[src/rtl/sha_msg_padder.sv]
// SHA-256 message padder: byte stream in, FIPS 180-4 padded 512-bit blocks out.
// Optional `SHA_PADDER_EMPTY_MSG_EN adds msg_empty_p to emit the empty-message block.
module sha_msg_padder #(
  parameter int LEN_W = 64
) (
  input  logic         clk_p,
  input  logic         rst_p,
  input  logic [7:0]   byte_p,
  input  logic         byte_valid_p,
  input  logic         byte_last_p,
`ifdef SHA_PADDER_EMPTY_MSG_EN
  input  logic         msg_empty_p,
`endif
  output logic         byte_ready_p,
  output logic [511:0] message_p,
  output logic         message_valid_p,
  input  logic         message_ready_p,
  output logic         busy_p
);

  localparam int CNT_W = LEN_W - 3;

  typedef enum logic [1:0] {S_FILL, S_PAD, S_SEND} state_e;

  state_e             state_q, state_d;
  logic [511:0]       msg_q, msg_d;
  logic [5:0]         idx_q, idx_d;
  logic [5:0]         pad_pos_q, pad_pos_d;
  logic [CNT_W-1:0]   cnt_q, cnt_d;
  logic               final_q, final_d;
  logic               mark_done_q, mark_done_d;
  logic               extra_q, extra_d;
  logic               busy_q, busy_d;
  logic               empty_req;
  logic [63:0]        len_bits;

`ifdef SHA_PADDER_EMPTY_MSG_EN
  // A real byte in the same cycle takes priority over the empty request.
  assign empty_req = msg_empty_p && !byte_valid_p && (idx_q == 6'd0) && (cnt_q == '0);
`else
  assign empty_req = 1'b0;
`endif

  assign len_bits = 64'({cnt_q, 3'b000});

  // NOTE: every _d gets its hold value first, so no path through the case leaves a latch.
  always_comb begin
    state_d     = state_q;
    msg_d       = msg_q;
    idx_d       = idx_q;
    pad_pos_d   = pad_pos_q;
    cnt_d       = cnt_q;
    final_d     = final_q;
    mark_done_d = mark_done_q;
    extra_d     = extra_q;
    busy_d      = busy_q;

    case (state_q)
      S_FILL: begin
        if (byte_valid_p) begin
          msg_d[{~idx_q, 3'b000} +: 8] = byte_p;
          idx_d  = idx_q + 6'd1;
          cnt_d  = cnt_q + CNT_W'(1);
          busy_d = 1'b1;
          if (byte_last_p) begin
            if (idx_q == 6'd63) begin
              // Block is full of data; marker and length go in a following block.
              state_d     = S_SEND;
              final_d     = 1'b0;
              mark_done_d = 1'b0;
              extra_d     = 1'b1;
            end else begin
              state_d   = S_PAD;
              pad_pos_d = idx_q + 6'd1;
            end
          end else if (idx_q == 6'd63) begin
            state_d = S_SEND;
            final_d = 1'b0;
            extra_d = 1'b0;
          end
        end else if (empty_req) begin
          state_d   = S_PAD;
          pad_pos_d = 6'd0;
          busy_d    = 1'b1;
        end
      end

      S_PAD: begin
        for (int k = 0; k < 64; k++) begin
          if (k == int'(pad_pos_q)) begin
            msg_d[8*(63-k) +: 8] = mark_done_q ? 8'h00 : 8'h80;
          end else if (k > int'(pad_pos_q)) begin
            msg_d[8*(63-k) +: 8] = 8'h00;
          end
        end
        mark_done_d = 1'b1;
        if (pad_pos_q <= 6'd55) begin
          msg_d[63:0] = len_bits;
          final_d     = 1'b1;
          extra_d     = 1'b0;
        end else begin
          final_d = 1'b0;
          extra_d = 1'b1;
        end
        state_d = S_SEND;
      end

      S_SEND: begin
        if (message_ready_p) begin
          if (final_q) begin
            state_d     = S_FILL;
            msg_d       = '0;
            idx_d       = 6'd0;
            cnt_d       = '0;
            final_d     = 1'b0;
            mark_done_d = 1'b0;
            busy_d      = 1'b0;
          end else if (extra_q) begin
            state_d   = S_PAD;
            pad_pos_d = 6'd0;
            extra_d   = 1'b0;
          end else begin
            state_d = S_FILL;
            idx_d   = 6'd0;
          end
        end
      end

      default: state_d = S_FILL;
    endcase
  end

  // NOTE: the block buffer is reset too, since it drives message_p directly and must read zero after reset.
  always_ff @(posedge clk_p or negedge rst_p) begin
    if (!rst_p) begin
      state_q     <= S_FILL;
      msg_q       <= '0;
      idx_q       <= 6'd0;
      pad_pos_q   <= 6'd0;
      cnt_q       <= '0;
      final_q     <= 1'b0;
      mark_done_q <= 1'b0;
      extra_q     <= 1'b0;
      busy_q      <= 1'b0;
    end else begin
      // NOTE: non-blocking updates so all registers advance together on the edge.
      state_q     <= state_d;
      msg_q       <= msg_d;
      idx_q       <= idx_d;
      pad_pos_q   <= pad_pos_d;
      cnt_q       <= cnt_d;
      final_q     <= final_d;
      mark_done_q <= mark_done_d;
      extra_q     <= extra_d;
      busy_q      <= busy_d;
    end
  end

  assign byte_ready_p    = (state_q == S_FILL);
  assign message_valid_p = (state_q == S_SEND);
  assign message_p       = msg_q;
  assign busy_p          = busy_q;

endmodule

[config.mk]
export PLATFORM = sky130hd
export DESIGN_NAME = sha_msg_padder
export DESIGN_NICKNAME = d
export VERILOG_FILES = /design/src/rtl/sha_msg_padder.sv
export SDC_FILE = /design/constraint.sdc
export NUM_CORES = 1
export LEC_CHECK = 0
export CAP_MARGIN = 20
export CORE_UTILIZATION = 53
export DETAILED_ROUTE_END_ITERATION = 8
export GPL_ROUTABILITY_DRIVEN = 1
export HOLD_SLACK_MARGIN = 0.15
export PLACE_DENSITY = 0.85
export SLEW_MARGIN = 40
export SYNTH_ARGS = -nofsm -noshare
export SYNTH_HDL_FRONTEND = slang
export SYNTH_SLANG_ARGS = --single-unit
export TNS_END_PERCENT = 10
[constraint.sdc]
create_clock -name clk_p -period 3.22 [get_ports clk_p]
set_clock_uncertainty 0.15 [all_clocks]
set_input_delay 0.805 -clock clk_p [delete_from_list [all_inputs] [get_ports clk_p]]
set_output_delay 0.805 -clock clk_p [all_outputs]
set_load 0.1 [all_outputs]
# [After elaboration in Yosys (flattened, before gate mapping)]
# Index checks and enable logic that the tools add are counted.
[word_totals] in_bits=13 word_cells=534 reg_bits=591 output_inout_bits=515
[classes] shifts=2 order_cmp=64 mux=177 n_bitwise=1 n_reduce_logical=75 add_sub_neg=3 eq_ne=140
[op_table] cell="two-way mux 512 bit" n=3
[op_table] cell="case mux 512 bit (3 select lines)" n=1
[op_table] cell="two-way mux 8 bit" n=128
[op_table] cell="bitwise mux 512 bit" n=1
[op_table] cell="variable shift 8 x 11 -> 512 bit (first input constant)" n=1
[op_table] cell="variable part select 8 x 11 -> 512 bit" n=1
[op_table] cell="AND reduction 5 bit" n=65
[op_table] cell="equality test 6 bit (first input constant)" n=32
[op_table] cell="> comparator 6 bit (first input constant)" n=32
[op_table] cell="two-way mux 61 bit" n=3
[op_table] cell="inequality test 3 bit (second input constant)" n=56
[op_table] cell="case mux 61 bit (2 select lines)" n=1
[op_table] cell="equality test 5 x 6 -> 1 bit (first input constant)" n=16
[op_table] cell="> comparator 5 x 6 -> 1 bit (first input constant)" n=16
[op_table] cell="two-way mux 64 bit" n=1
[op_table] cell="adder 61 x 1 -> 61 bit (second input constant)" n=1
[op_table] cell="two-way mux 6 bit" n=10
[op_table] cell="equality test 4 x 6 -> 1 bit (first input constant)" n=8
[op_table] cell="> comparator 4 x 6 -> 1 bit (first input constant)" n=8
[op_table] cell="inequality test 4 bit (second input constant)" n=8
[op_table] cell="equality test 3 x 6 -> 1 bit (first input constant)" n=4
[op_table] cell="> comparator 3 x 6 -> 1 bit (first input constant)" n=4
[op_table] cell="case mux 6 bit (2 select lines)" n=2
[op_table] cell="two-way mux 1 bit" n=17
[op_table] cell="26 further kinds" n=43

# [Logic depth before layout (Yosys ltp)]
[logic_depth] depth_word=6 ltp_mapped=12 mapped_depth_nobuf=8

# [Worst setup path after synthesis]
# OpenSTA, ideal clock, no wires.
[synth_timing] path_kind="reg2reg" start="register state_q[0]" end="register (tool-made name)" t_required_ns=2.944 setup_slack_ns=-0.123 n_path_buf=2 setup_time_ns=0.126 synth_period_minus_slack_ns=3.343 arrival_time_ns=3.067 path_stages_with_launch=10 path_cell_list="dfrtp_1 > inv_1 > ha_1 > a21bo_2 > nand3_1 > buf_2 > buf_2 > nor2_1 > o21ai_1 > mux2_2"
[synth_lines] element="start: declaration" line_no="25" text="state_e state_q, state_d;"
[synth_lines] element="start signal: assignment" line_no="147" text="state_q <= state_d;"

==> out/qor.yml <==
clocking:
  cts_buffers: 59
  clkLatencyLatePin_ps: 640
  clock-sinks: 591
  cts_root_buf: "clkbuf_16"
  clk_pin_slew_ps: 60
  cts_tree: "yes"
  clock_path_buffers: 3
  htreeDepth: 2
setup_path:
  worst_ep_arrival_time_ps: 3650
  end_kind: "flop"
  timing.reg2reg.setup_slack_ps: 8
  critPathLaunchType: "flop"
  path_class: "flop to flop"
  worst-path-max-fanout: 17
  required_ps: 3660
place:
  port_buffers: 527
  placed_area_sq_um: 35100
  gp_congestion: 1.11
  post-dp-hpwl_microns: 93700
timing:
  hold_viol_final: 0
  max_freq_mhz: 311
  setup_viol: 0
  rsz0062_at_grt: "no"
  period_share: 0.997
  fin_crit_ps: 3210
  relSlewSlack: 0.433
  slew_viol_final: 0
  worst_slew_pin_slew_ps: 851
  fin_setup_tns_ps: 0
  whs_ps: 344
synthesis:
  syn_inst: 2715
  synth_seq_cells: 591
  async_flop_share: 1.00
  yosysWarnings: 0
  seq_area_frac_synth: 0.527
  synth.net_count: 2737
  ys.flop_type: "dfrtp_1"
  synth-edff-count: 0
  ys_types: 94
  syn_area_per_cell_sq_um: 10.3
  netlist_area_sq_um: 28100
global_route:
  antenna_found_initial: 5
  grt_usage: 0.462
  grt_max_degree: 94
  grt_pass1_vias: 27500
  grt_pass1_wl_microns: 183000
  gr-total-overflow: 0
finish:
  postLayoutCoreUtil: 0.715
  mostFrequentLayoutCells: "buf_4, dfrtp_1, nand2_1, o21ai_0, a22o_1"
  fillers: 3777
  stdcell_area_sq_um: 37100
  areaGrowthSynthToFinish_pct: 32.0
  nets: 3494
  layout_commonest_cell: "buf_4"
  drive_gt1_frac: 0.323
routing:
  viasPerCell: 6.81
  vias: 28600
  routedWlPerCell_microns: 30.0
  drtPass1Iterations: 6
  ant_nets: 0
  drc: 0
  wirelength_microns: 126000
  first_iter_violations: 3903
floorplan:
  initial_core_util: 0.542
  die_area_sq_um: 53900
  core_area_sq_um: 51800
  die-height_microns: 232
  fp.dieW_microns: 232
  ios: 528
  core.rowCount: 83
power:
  p_leak_nw: 17.6
  p_total_mw: 31.4
  ir_drop_v: 0.000994
  cellPowerDensity_nw_per_um2: 848
flow_run:
  maxCapViolCount: 0
status:
  status: "completed"
hold_path:
  hold_path_class: "flop to flop"
[per-stage QoR]
| step | instances | setup slack, ps |
|---|---|---|
| detailed placement | 4088 | -90.1 |
| global placement | 4088 | 13.4 |
| floorplan | 2715 | 168 |
| global route | 4201 | 8.77 |
| CTS | 4197 | 174 |
| finish | 4203 | 8.44 |
[cell usage after synthesis (35+ instances only)]
library cell	count	area [sq um]
dfrtp_1	591	14800
nand2_1	340	1280
o21ai_0	239	1200
a22o_1	187	1640
nor2_1	146	548
clkbuf_1	140	526
a32o_1	99	991
a21oi_1	96	480
mux2_2	92	1040
nand3_1	76	380
o2bb2ai_1	63	552
nor3_1	45	225
o22ai_1	43	269
and3_1	39	244
buf_2	35	175
[cells by family after synthesis]
family	count (synthesis)	share of synthesized area
buf+inv	219	0.0318
mux	105	0.0418
xor+xnor	8	0.00437
simple gates	851	0.149
flops	591	0.527
compound gates	932	0.243
fa+ha+maj	9	0.00401
[critical path: stages, from the launching register on]
cell	delay [ps]
dfrtp_1	430
inv_1	170
ha_4	250
inv_2	90
buf_4	250
nand2_1	230
nor4_1	260
buf_4	200
nand2_1	140
o21ai_0	630
buf_4	220
mux2_2	130
[what timing repair did]
item                       in CTS  in global routing
hold buffers                    1                  0
setup buffers                   0                  2
resized for setup               0                  1
setup endpoints to repair       0                 15
hold endpoints to repair       46                  0
[metal layers]
| metal | wire (microns) | track usage |
|---|---|---|
| met3 | 15000 | 0.115 |
| met4 | 6910 | 0.223 |
| met5 | 27 | 0 |
| met2 | 56800 | 0.709 |
| met1 | 47500 | 0.613 |
[cell type report]
type	count	area, sq um	area share
clock buffers	87	1730	0.0468
diodes	4	10.0	0.000270
multi-input cells	1905	12400	0.336
well taps	680	851	0.0230
repair buffers	886	6910	0.186
flip-flops and latches	591	14800	0.399
inverters	29	109	0.00294
clock inverters	21	228	0.00614
[power by group]
part           internal (mW)  switching (mW)
Sequential              7.91           0.496
Clock                   4.04            3.03
Combinational           4.34            11.6
[worst paths after layout]
check                      cells after the start             end       start
max                                           11            flop  state_q[0]
min                                            2            flop        flop
max reg2reg                                   11            flop  state_q[0]
min reg2reg                                    2            flop        flop
max in group asynchronous                      3       async pin       rst_p
min in group asynchronous                      2  message_p[355]       rst_p
Power figures use the tool's default switching activity.
